==> src/rtl/dispense_controller.sv <==
// Dispense sequencer: latches a confirmed target volume, drives the water valve,
// converts flow-meter pulses into millilitres and stops on target, cancel or fault.
module dispense_controller #(
    parameter int AMOUNT_WIDTH   = 14,
    parameter int PULSES_PER_ML  = 2,
    parameter int TIMEOUT_CYCLES = 50000000
) (
    input  logic                    clock,
    input  logic                    reset,
    input  logic                    start,
    input  logic [AMOUNT_WIDTH-1:0] target_amount,
    input  logic                    cancel,
    input  logic                    flow_pulse,
    input  logic                    tank_empty,
    output logic                    valve_open,
    output logic                    busy,
    output logic                    done,
    output logic                    aborted,
    output logic [1:0]              fault_code,
    output logic [AMOUNT_WIDTH-1:0] dispensed_amount,
    output logic [AMOUNT_WIDTH-1:0] remaining_amount
);

    localparam int TW = $clog2(TIMEOUT_CYCLES + 1);
    localparam logic [TW-1:0]           TIMEOUT_LAST = TW'(TIMEOUT_CYCLES - 1);
    localparam logic [TW-1:0]           TIMEOUT_ONE  = TW'(1);
    localparam logic [7:0]              PULSE_LAST   = 8'(PULSES_PER_ML - 1);
    localparam logic [AMOUNT_WIDTH-1:0] ONE_ML       = AMOUNT_WIDTH'(1);
    localparam logic [1:0]              FAULT_NONE   = 2'b00;
    localparam logic [1:0]              FAULT_TANK   = 2'b01;
    localparam logic [1:0]              FAULT_FLOW   = 2'b10;

    typedef enum logic [1:0] {IDLE, DISPENSING, DONE, FAULT} state_t;

    state_t                  state;
    logic [AMOUNT_WIDTH-1:0] target_lat;
    logic [7:0]              pulse_cnt;
    logic [TW-1:0]           timeout_cnt;
    logic                    flow_p0, flow_p1, flow_p2;
    logic                    flow_edge;

    function automatic logic [AMOUNT_WIDTH-1:0] sat_remaining(
        input logic [AMOUNT_WIDTH-1:0] tgt,
        input logic [AMOUNT_WIDTH-1:0] got
    );
        return (got > tgt) ? '0 : tgt - got;
    endfunction

    // Stage p0/p1: metastability synchroniser; p2: previous value for edge detect
    always_ff @(posedge clock) begin
        if (reset) begin
            flow_p0 <= 1'b0;
            flow_p1 <= 1'b0;
            flow_p2 <= 1'b0;
        end else begin
            flow_p0 <= flow_pulse;
            flow_p1 <= flow_p0;
            flow_p2 <= flow_p1;
        end
    end

    assign flow_edge = flow_p1 & ~flow_p2;

    assign remaining_amount = (state == IDLE) ? '0 : sat_remaining(target_lat, dispensed_amount);

    always_ff @(posedge clock) begin
        if (reset) begin
            state            <= IDLE;
            valve_open       <= 1'b0;
            busy             <= 1'b0;
            done             <= 1'b0;
            aborted          <= 1'b0;
            fault_code       <= FAULT_NONE;
            dispensed_amount <= '0;
            target_lat       <= '0;
            pulse_cnt        <= '0;
            timeout_cnt      <= '0;
        end else begin
            done    <= 1'b0;
            aborted <= 1'b0;
            unique case (state)
                IDLE: begin
                    if (start && target_amount != '0) begin
                        if (tank_empty) begin
                            state      <= FAULT;
                            fault_code <= FAULT_TANK;
                        end else begin
                            state            <= DISPENSING;
                            valve_open       <= 1'b1;
                            busy             <= 1'b1;
                            target_lat       <= target_amount;
                            dispensed_amount <= '0;
                            pulse_cnt        <= '0;
                            timeout_cnt      <= '0;
                        end
                    end
                end
                DISPENSING: begin
                    if (cancel) begin
                        state      <= IDLE;
                        aborted    <= 1'b1;
                        valve_open <= 1'b0;
                        busy       <= 1'b0;
                    end else if (tank_empty) begin
                        state      <= FAULT;
                        fault_code <= FAULT_TANK;
                        valve_open <= 1'b0;
                        busy       <= 1'b0;
                    end else if (dispensed_amount == target_lat) begin
                        state      <= DONE;
                        done       <= 1'b1;
                        valve_open <= 1'b0;
                        busy       <= 1'b0;
                    end else if (timeout_cnt == TIMEOUT_LAST) begin
                        state      <= FAULT;
                        fault_code <= FAULT_FLOW;
                        valve_open <= 1'b0;
                        busy       <= 1'b0;
                    end else if (flow_edge) begin
                        timeout_cnt <= '0;
                        if (pulse_cnt == PULSE_LAST) begin
                            pulse_cnt        <= '0;
                            dispensed_amount <= dispensed_amount + ONE_ML;
                        end else begin
                            pulse_cnt <= pulse_cnt + 8'd1;
                        end
                    end else begin
                        timeout_cnt <= timeout_cnt + TIMEOUT_ONE;
                    end
                end
                DONE: state <= IDLE;
                FAULT: begin
                    // Only cancel leaves FAULT; start and flow are deliberately ignored
                    if (cancel) begin
                        state      <= IDLE;
                        fault_code <= FAULT_NONE;
                    end
                end
                default: state <= IDLE;
            endcase
        end
    end

endmodule

==> config.mk <==
export PLATFORM = sky130hd
export DESIGN_NAME = dispense_controller
export DESIGN_NICKNAME = d
export VERILOG_FILES = /design/src/rtl/dispense_controller.sv
export SDC_FILE = /design/constraint.sdc
export NUM_CORES = 1
export LEC_CHECK = 0
export CORE_MARGIN = 2
export CORE_UTILIZATION = 60
export CTS_BUF_LIST = sky130_fd_sc_hd__clkbuf_4 sky130_fd_sc_hd__clkbuf_8
export DETAILED_ROUTE_END_ITERATION = 12
export GPL_ROUTABILITY_DRIVEN = 0
export PLACE_DENSITY = 0.85
export SLEW_MARGIN = 30
export SYNTH_ARGS = -nofsm -noshare
export SYNTH_HDL_FRONTEND = slang
export SYNTH_SLANG_ARGS = --single-unit
==> constraint.sdc <==
create_clock -name clock -period 5.8 [get_ports clock]
set_input_delay 1.16 -clock clock [delete_from_list [all_inputs] [get_ports clock]]
set_output_delay 1.16 -clock clock [all_outputs]
set_load 0.05 [all_outputs]
== Yosys cells after proc, flatten, opt, wreduce, memory -nomap -nowiden ==
Index checks and enable logic that the tools add are counted.

* Reduce and logical (&&, ||, !) cells: 14
* Mux-type cells: 52
* Equal/unequal tests: 19
* Bitwise operators: 4
* Order comparisons: 1
* Add/sub/neg operators: 4

{| class="wikitable"
|+ Operator list
! operator !! count
|-
| $mux W26 || 7
|-
| $mux W14 || 10
|-
| $mux W8 || 8
|-
| $pmux W26 S2 || 1
|-
| $pmux W14 S2 || 1
|-
| $add A26 B1 Y26 const B || 1
|-
| $eq A26 B26 Y1 const B || 1
|-
| $mux W2 || 13
|-
| $ne A2 B2 Y1 const B || 9
|-
| $pmux W8 S2 || 1
|-
| $add A14 B1 Y14 const B || 1
|-
| $eq A14 B14 Y1 || 1
|-
| $gt A14 B14 Y1 || 1
|-
| $reduce_and A7 Y1 || 2
|-
| $reduce_bool A14 Y1 || 1
|-
| $sub A14 B14 Y14 || 1
|-
| $reduce_and A9 Y1 || 1
|-
| $add A8 B1 Y8 const B || 1
|-
| $eq A8 B1 Y1 const B || 1
|-
| $mux W1 || 8
|-
| $pmux W2 S4 || 1
|-
| $reduce_and A8 Y1 || 1
|-
| $ne A3 B3 Y1 const B || 2
|-
| $pmux W2 S3 || 1
|-
| 15 further kinds || 19
|}

* Output and inout bits: 34
* Logic and storage cells: 106
* Bits in registers: 72

== Logic depth before layout (Yosys ltp) ==
Gate-level depths: netlist of run 1.

* Depth in word-level cells: 8
* Depth in mapped cells: 12

== Worst setup path before layout of run 1 ==
No wires, ideal clock.

* Path kind: flip-flop to output port
* Start: reg dispensed_amount[5]
* End: out remaining_amount[3]
* Stages on the path, launching flop included: 10
* Arrival: 3.384 ns
* Setup slack: 1.256 ns
* Path buffers: 1
* Path through: dfxtp_1 -> inv_1 -> ha_1 -> nand3_1 -> o21bai_1 -> a21oi_1 -> o21ai_0 -> o22a_1 -> clkbuf_1 -> a211oi_1

* Word-level cells in the longest chain between the ends: 3

{| class="wikitable"
|+ Ends and longest elaborated chain
! what !! RTL line !! RTL
|-
| start: declaration || 20 || <nowiki>output logic [AMOUNT_WIDTH-1:0] dispensed_amount,</nowiki>
|-
| start signal: assignment || 123 || <nowiki>dispensed_amount <= dispensed_amount + ONE_ML;</nowiki>
|-
| $gt A14 B14 Y1 || 46 || <nowiki>return (got > tgt) ? '0 : tgt - got;</nowiki>
|-
| $mux W14 || 46 ||
|-
| $mux W14 || 64 || <nowiki>assign remaining_amount = (state == IDLE) ? '0 : sat_remaining(target_lat, dispensed_amount);</nowiki>
|-
| end: declaration || 21 || <nowiki>output logic [AMOUNT_WIDTH-1:0] remaining_amount</nowiki>
|}

No other way between the ends.

== Final worst setup path of run 1 ==
* Start: reg dispensed_amount[0]
* End: out remaining_amount[7]

* Word-level cells in the longest chain between the ends: 3
* Elaborated cells on any way between the ends: 4

{| class="wikitable"
|+ Ends and longest elaborated chain
! what !! RTL line
|-
| $sub A14 B14 Y14 or $gt A14 B14 Y1 (tied branches) || 46
|-
| $mux W14 (*) || 46
|-
| $mux W14 (*) || 64
|}

Every way passes the cells marked *; elsewhere a longest branch is shown, timed or not.

==> results of run 1 <==
stage by stage:
stage               util, %  area (um2)
global route           72.5        5180
finish                 72.5        5180
floorplan                 -        4370
CTS                    72.5        5180
detailed placement     69.1        4930
global placement       69.1        4930
cell usage after synthesis (all sizes together), types with 6 or more instances:
library cell / number / area share [%]
o21a: 6 / 1.0
mux2i: 18 / 4.1
o21ai: 29 / 3.3
nor3: 17 / 1.9
nor2: 62 / 5.3
o31ai: 7 / 1.2
nand3: 29 / 3.3
nor4: 9 / 1.3
and3: 10 / 1.4
ha: 21 / 6.0
a21oi: 42 / 4.8
xor2: 12 / 2.4
or2: 6 / 0.86
nand2: 25 / 2.1
nand4: 20 / 2.9
and2: 6 / 0.86
or4: 9 / 1.5
dfxtp: 72 / 33
a211oi: 7 / 1.2
or3: 7 / 1.0
clkbuf: 21 / 1.8
nor2b: 9 / 1.3
inv: 32 / 2.8
per-layer routing:
metal | track usage, % | part of all wire, % | vias to the layer above
li1 | - | - | 2089
met1 | 38.9 | 45 | 2090
met2 | 49.2 | 48 | 149
met3 | 3.97 | 5.2 | 23
met4 | 9.50 | 1.8 | 0
met5 | 0 | 0 | -
cells by family (layout without fill, tap and decap cells):
family	after synthesis	count (layout)
simple gates	233	233
compound gates	128	128
flops	72	72
buf+inv	56	102
fa+ha+maj	22	22
mux	18	18
xor+xnor	17	17
layout make-up:
| type | count | area, um2 |
|---|---|---|
| Clock inverter | 7 | 119 |
| Inverter | 32 | 120 |
| Sequential cell | 72 | 1440 |
| Multi-Input combinational cell | 418 | 2720 |
| Clock buffer | 9 | 124 |
| Fill cell | 574 | 1960 |
| Tap cell | 99 | 124 |
| Timing Repair Buffer | 54 | 533 |
worst max path at each step:
| stage | to | cells past startpoint |
|---|---|---|
| 4_1_cts | remaining_amount[8] | 9 |
| 3_3_place_gp | remaining_amount[11] | 9 |
| 3_5_place_dp | remaining_amount[8] | 9 |
| 2_1_floorplan | remaining_amount[3] | 9 |
| 6_report | remaining_amount[7] | 9 |
| 5_1_grt | remaining_amount[11] | 9 |
power breakdown:
| group | total [uW] | switching, uW | internal (uW) | leakage [uW] |
|---|---|---|---|---|
| logic | 837 | 552 | 285 | 0.00123 |
| clock network | 490 | 204 | 286 | 0.000116 |
| registers | 544 | 20.9 | 523 | 0.000583 |
| total | 1870 | 777 | 1090 | 0.00193 |
registers in the layout (all words and copies together) (netlist names), 2 cells and up:
name	cells
fault_code	2
timeout_cnt	26
state	2
dispensed_amount	14
target_lat	14
pulse_cnt	8
critical path, stage by stage (launching register included):
cell and delay (ns):
dfxtp_1 0.36, ha_1 0.25, fa_1 0.40, nor2b_1 0.25, o21bai_1 0.16, a21oi_1 0.24
o21ai_0 0.18, o22a_1 0.37, nor3b_1 0.29, clkdlybuf4s50_1 0.87
cell usage in the layout, fill, tap and decap left out, types with 12 or more instances in the layout:
master           netlist  layout
mux2i_1               18      18
nand3_1               29      29
inv_1                 32      32
ha_1                  21      21
a21oi_1               42      42
dfxtp_1               72      72
nor2_1                62      62
xor2_1                12      12
clkdlybuf4s50_1        0      52
nand4_1               20      20
o21ai_0               28      28
nor3_1                17      17
nand2_1               25      25
==> reports/results.ini, run 1 <==
[worst_setup_path]
crit_path_start = dispensed_amount[0]
worstReg2RegEnd = dispensed_amount[1]
start_kind = flop
reg2reg_slack_ns = 2.25
crit_required_ns = 4.64
crit_path_max_fanout = 13
critPathKind = reg -> out
cp-end-kind = output port
r2r-start = state[1]
r2r_cells = 8
critical_path_arrival_ns = 3.71

[floorplan]
die_area_mm2 = 0.00798
io_pins = 54
rows = 31
start_util_pct = 61.2
die_w_um = 89.3
die_height_um = 89.3
core-area_mm2 = 0.00714

[logic_synthesis]
synth_nets = 588
syn_area_mm2 = 0.00437
synth_edf_count = 0
synth_top_family_by_area = simple AND/OR/NAND/NOR gates
ys_warn_count = 0
synth_cell_type_count = 59
synthCells = 546
yosys.area_share.adder_pct = 6.48
muxShareOfSynthArea_pct = 4.13
ys_ff_latch = 72
synthSimpleGateAreaFrac_pct = 28.6
async_flop_share_pct = 0
syn_area_per_cell_um2 = 8.00
yosysSeqAreaShare_pct = 33.0
synth_xor_xnor_area_share_pct = 3.41
yosys_most_used_dff = dfxtp_1
synth_compound_area_share_pct = 19.5

[layout]
diodes = 0
area_growth_pct = 18.6
drive_gt1_share_pct = 5.74
final_cells = 691
nets = 629

[routing]
dr.pass1.iters = 5
drc_errors = 0
wl_per_cell_um = 16.5
drt_iter0_drc = 251
routed_via_density = 6.30
drtAntennaViolNets = 0
drt_wl_total_mm = 11.4
route.vias.total = 4351

[place]
io_buffers = 53
dp_hpwl_mm = 8.21
place_ws_ns = 1.41
dpl.cell_count = 675

[cts]
htreeDepth = 3
cts_tree = done
ctsHoldBuffers = 0
root_buffer = clkbuf_8
post_cts_buffers = 0
post_cts_resized = 0
cts_made_buffers = 9
cts.sinks = 72
clkTransAtPathRegs_ns = 0.07
clk_path_buf_depth = 2
insertion_delay_ns = 0.36

[global_route]
grt_max_degree = 60
first_global_vias = 3890
antenna_found_initial = 0
track_usage_pct = 29.3
overflow = 0
grt_pass1_wl_mm = 18.5

[sta]
rsz0062_at_grt = no
period_needed_ns = 4.87
layout_setup_ws_ns = 0.925
period_share_pct = 84.0
maxSlewViolCount = 0
max-slew-margin-rel_pct = 35.8
fmaxAchievable_mhz = 205
skew_ns = 0.0133
tightest_slew_ns = 0.960
fin_hold_ws_ns = 0.443
finalSetupViolCount = 0
final.setup.tns_ns = 0
hold_viol = 0

[min_path]
hold_class = reg -> reg
worstHoldEndpoint = flow_p1
min-delay-start = flow_p0
worstHoldPathCells = 1

[power]
power_density_mw_per_mm2 = 362
power.leakage_uw = 0.00193
ir_drop_mv = 0.170
total_power_uw = 1870

[status]
status = completed

[flow_run]
maxCapViolCount = 0

Power figures use the tool's default switching activity.
==> run 2: changes to the inputs <==
--- a/config.mk
+++ b/config.mk
@@ -6,11 +6,11 @@
 export NUM_CORES = 1
 export LEC_CHECK = 0
 export CORE_MARGIN = 2
-export CORE_UTILIZATION = 60
+export CORE_UTILIZATION = 52
 export CTS_BUF_LIST = sky130_fd_sc_hd__clkbuf_4 sky130_fd_sc_hd__clkbuf_8
 export DETAILED_ROUTE_END_ITERATION = 12
 export GPL_ROUTABILITY_DRIVEN = 0
-export PLACE_DENSITY = 0.85
+export PLACE_DENSITY = 0.78
 export SLEW_MARGIN = 30
 export SYNTH_ARGS = -nofsm -noshare
 export SYNTH_HDL_FRONTEND = slang
==> constraint.sdc (replaced) <==
create_clock -name clock -period 4.2 [get_ports clock]
set_input_delay 0.84 -clock clock [delete_from_list [all_inputs] [get_ports clock]]
set_output_delay 0.84 -clock clock [all_outputs]
set_load 0.05 [all_outputs]
==> reports/results.ini, run 2 (synthesis gave the netlist of run 1 again) <==
[power]
ir_drop_mv = 0.240  ; +41%
swShare_pct = 41.5  ; about the same
power.leakage_uw = 0.00206  ; +6.4%
power_density_mw_per_mm2 = 500  ; +38%
total_power_uw = 2610  ; +39%
pwr-share-clk_pct = 26.3  ; about the same
p_sw_uw = 1080  ; +39%
pwr-share-comb_pct = 44.7  ; about the same
seqPwrFrac_pct = 28.9  ; -0.2 points
cell_internal_pwr_uw = 1530  ; +39%

[routing]
routed_via_density = 6.13  ; -2.6%
dr.pass1.iters = 5  ; unchanged
drtAntennaViolNets = 0  ; unchanged
drt_wl_total_mm = 11.4  ; -0.38%
route.vias.total = 4305  ; -1.1%
drc_errors = 0  ; unchanged
wl_per_cell_um = 16.2  ; -1.9%
drt_iter0_drc = 241  ; -4.0%

[min_path]
hold_class = reg -> reg
worstHoldEndpoint = flow_p1
min-delay-start = flow_p0
worstHoldPathCells = 1  ; unchanged

[floorplan]
core-area_mm2 = 0.00818  ; +15%
start_util_pct = 53.4  ; -7.8 points
io_pins = 54  ; unchanged
die_w_um = 95.6  ; +7.1%
die_area_mm2 = 0.00915  ; +15%
die_height_um = 95.6  ; +7.1%
rows = 33  ; +6.5%

[global_route]
first_global_vias = 3976  ; +2.2%
antenna_found_initial = 0  ; unchanged
grt_pass1_wl_mm = 18.6  ; +0.67%
track_usage_pct = 25.9  ; -3.4 points
overflow = 0  ; unchanged
grt_max_degree = 59  ; -1.7%

[sta]
skew_ns = 0.00794  ; -0.00533 ns
period_share_pct = 92.6
max-slew-margin-rel_pct = 53.4  ; +18 points
fmaxAchievable_mhz = 257
hold_viol = 0  ; unchanged
fin_hold_ws_ns = 0.453  ; +0.00946 ns
period_needed_ns = 3.89
tightest_slew_ns = 0.690  ; -0.270 ns
maxSlewViolCount = 0  ; unchanged
finalSetupViolCount = 0  ; unchanged
rsz0062_at_grt = no

[layout]
final_cell_mix = dfxtp_1, nor2_1, a21oi_1, clkdlybuf4s50_1, inv_1
top_regs = timeout_cnt (26), dispensed_amount (14), target_lat (14)
diodes = 0  ; unchanged
largest-register = timeout_cnt
drive_gt1_share_pct = 8.21  ; +2.5 points
layout_commonest_cell = dfxtp_1
area_growth_pct = 19.5
design_area_mm2 = 0.00522  ; +0.77%
nets = 634  ; +0.79%
fillers = 692  ; +21%
largest_reg_flops = 26  ; unchanged
final_cells = 702  ; +1.6%

[worst_setup_path]
crit_path_start = dispensed_amount[0]
critPathKind = reg -> out
reg2reg_slack_ns = 1.07  ; -1.18 ns
critical_path_arrival_ns = 3.05  ; -0.66 ns
cp-end-kind = output port
r2r-start = pulse_cnt[0]
crit_path_max_fanout = 7  ; -6
crit_required_ns = 3.36  ; -1.28 ns
start_kind = flop
worstReg2RegEnd = dispensed_amount[13]
r2r_cells = 7  ; -1

[cts]
cts_made_buffers = 9  ; unchanged
htreeDepth = 3  ; unchanged
clkTransAtPathRegs_ns = 0.07  ; about the same
cts_tree = done
root_buffer = clkbuf_8
cts.sinks = 72  ; unchanged
post_cts_buffers = 0  ; unchanged
clk_path_buf_depth = 2  ; unchanged
insertion_delay_ns = 0.35  ; about the same

[place]
postPlaceCellArea_mm2 = 0.00496  ; +0.46%
dp_hpwl_mm = 8.17  ; -0.57%
io_buffers = 53  ; unchanged
dpl.cell_count = 686  ; +1.6%

[status]
status = completed

[flow_run]
maxCapViolCount = 0  ; unchanged

==> run 2: cell types whose count changed in the layout (fill, tap and decap cells not counted) <==
cell | before | now
a21oi_1 | 42 | 41
clkdlybuf4s50_1 | 52 | 38
clkinvlp_4 | 2 | 0
clkbuf_4 | 0 | 1
buf_4 | 1 | 15
a21oi_2 | 0 | 1
dlygate4sd2_1 | 0 | 1
clkinv_4 | 0 | 2
clkinv_2 | 1 | 0
dlymetal6s2s_1 | 0 | 4
==> run 2: critical path: stages, from the launching register on <==
cell and delay [ns]:
dfxtp_1 0.36, ha_1 0.24, fa_1 0.38, nor2b_1 0.21, o21bai_1 0.17, a21oi_2 0.22
o21ai_0 0.16, o22a_1 0.29, buf_4 0.20, a311oi_1 0.23, buf_4 0.25
==> run 2: metal layers <==
metal  GRT usage [%]  wire length (um)
met5               0                 0
met4            11.3               301
met1            33.4              5110
met3            5.14               664
met2            41.7              5300
==> run 2: worst max-delay path by stage <==
stage                     endpoint  depth (start not counted)  slack (ns)
6_report       remaining_amount[8]                         10        0.31
5_1_grt        remaining_amount[8]                         10        0.01
4_1_cts        remaining_amount[5]                         10      0.0003
3_5_place_dp   remaining_amount[9]                          9        0.39
3_3_place_gp   remaining_amount[4]                         10        0.45
2_1_floorplan  remaining_amount[3]                          9       -0.02
==> run 2: through the flow <==
step	setup TNS [ns]	util [%]	setup slack, ns
after global routing	0	63.8	0.0140
final	0	63.8	0.311
after CTS	0	63.7	0.000315
after floorplan	-0.0607	-	-0.0235
after detailed placement	0	60.6	0.390
after global placement	0	60.6	0.450
==> run 2: final cells by class <==
| class | count | area, um2 | share of cell area (%) |
|---|---|---|---|
| multi-input combinational | 418 | 2720 | 52.1 |
| sequential | 72 | 1440 | 27.6 |
| timing repair buffer | 59 | 557 | 10.7 |
| clock buffer | 10 | 131 | 2.52 |
| tap | 105 | 131 | 2.52 |
| inverter | 32 | 120 | 2.30 |
| clock inverter | 6 | 116 | 2.23 |
==> run 2: what timing repair did <==
item	in CTS	in global routing
gates resized for setup	1	5
hold endpoints to repair	0	0
hold buffers	0	0
setup endpoints to repair	1	5
==> run 2: power groups by stage <==
stage	registers, uW	clock network, uW	logic [uW]
global route	760	726	1260
global placement	768	0	1120
floorplan	798	0	814
detailed placement	770	0	1150
finish	754	687	1170
CTS	754	699	1150
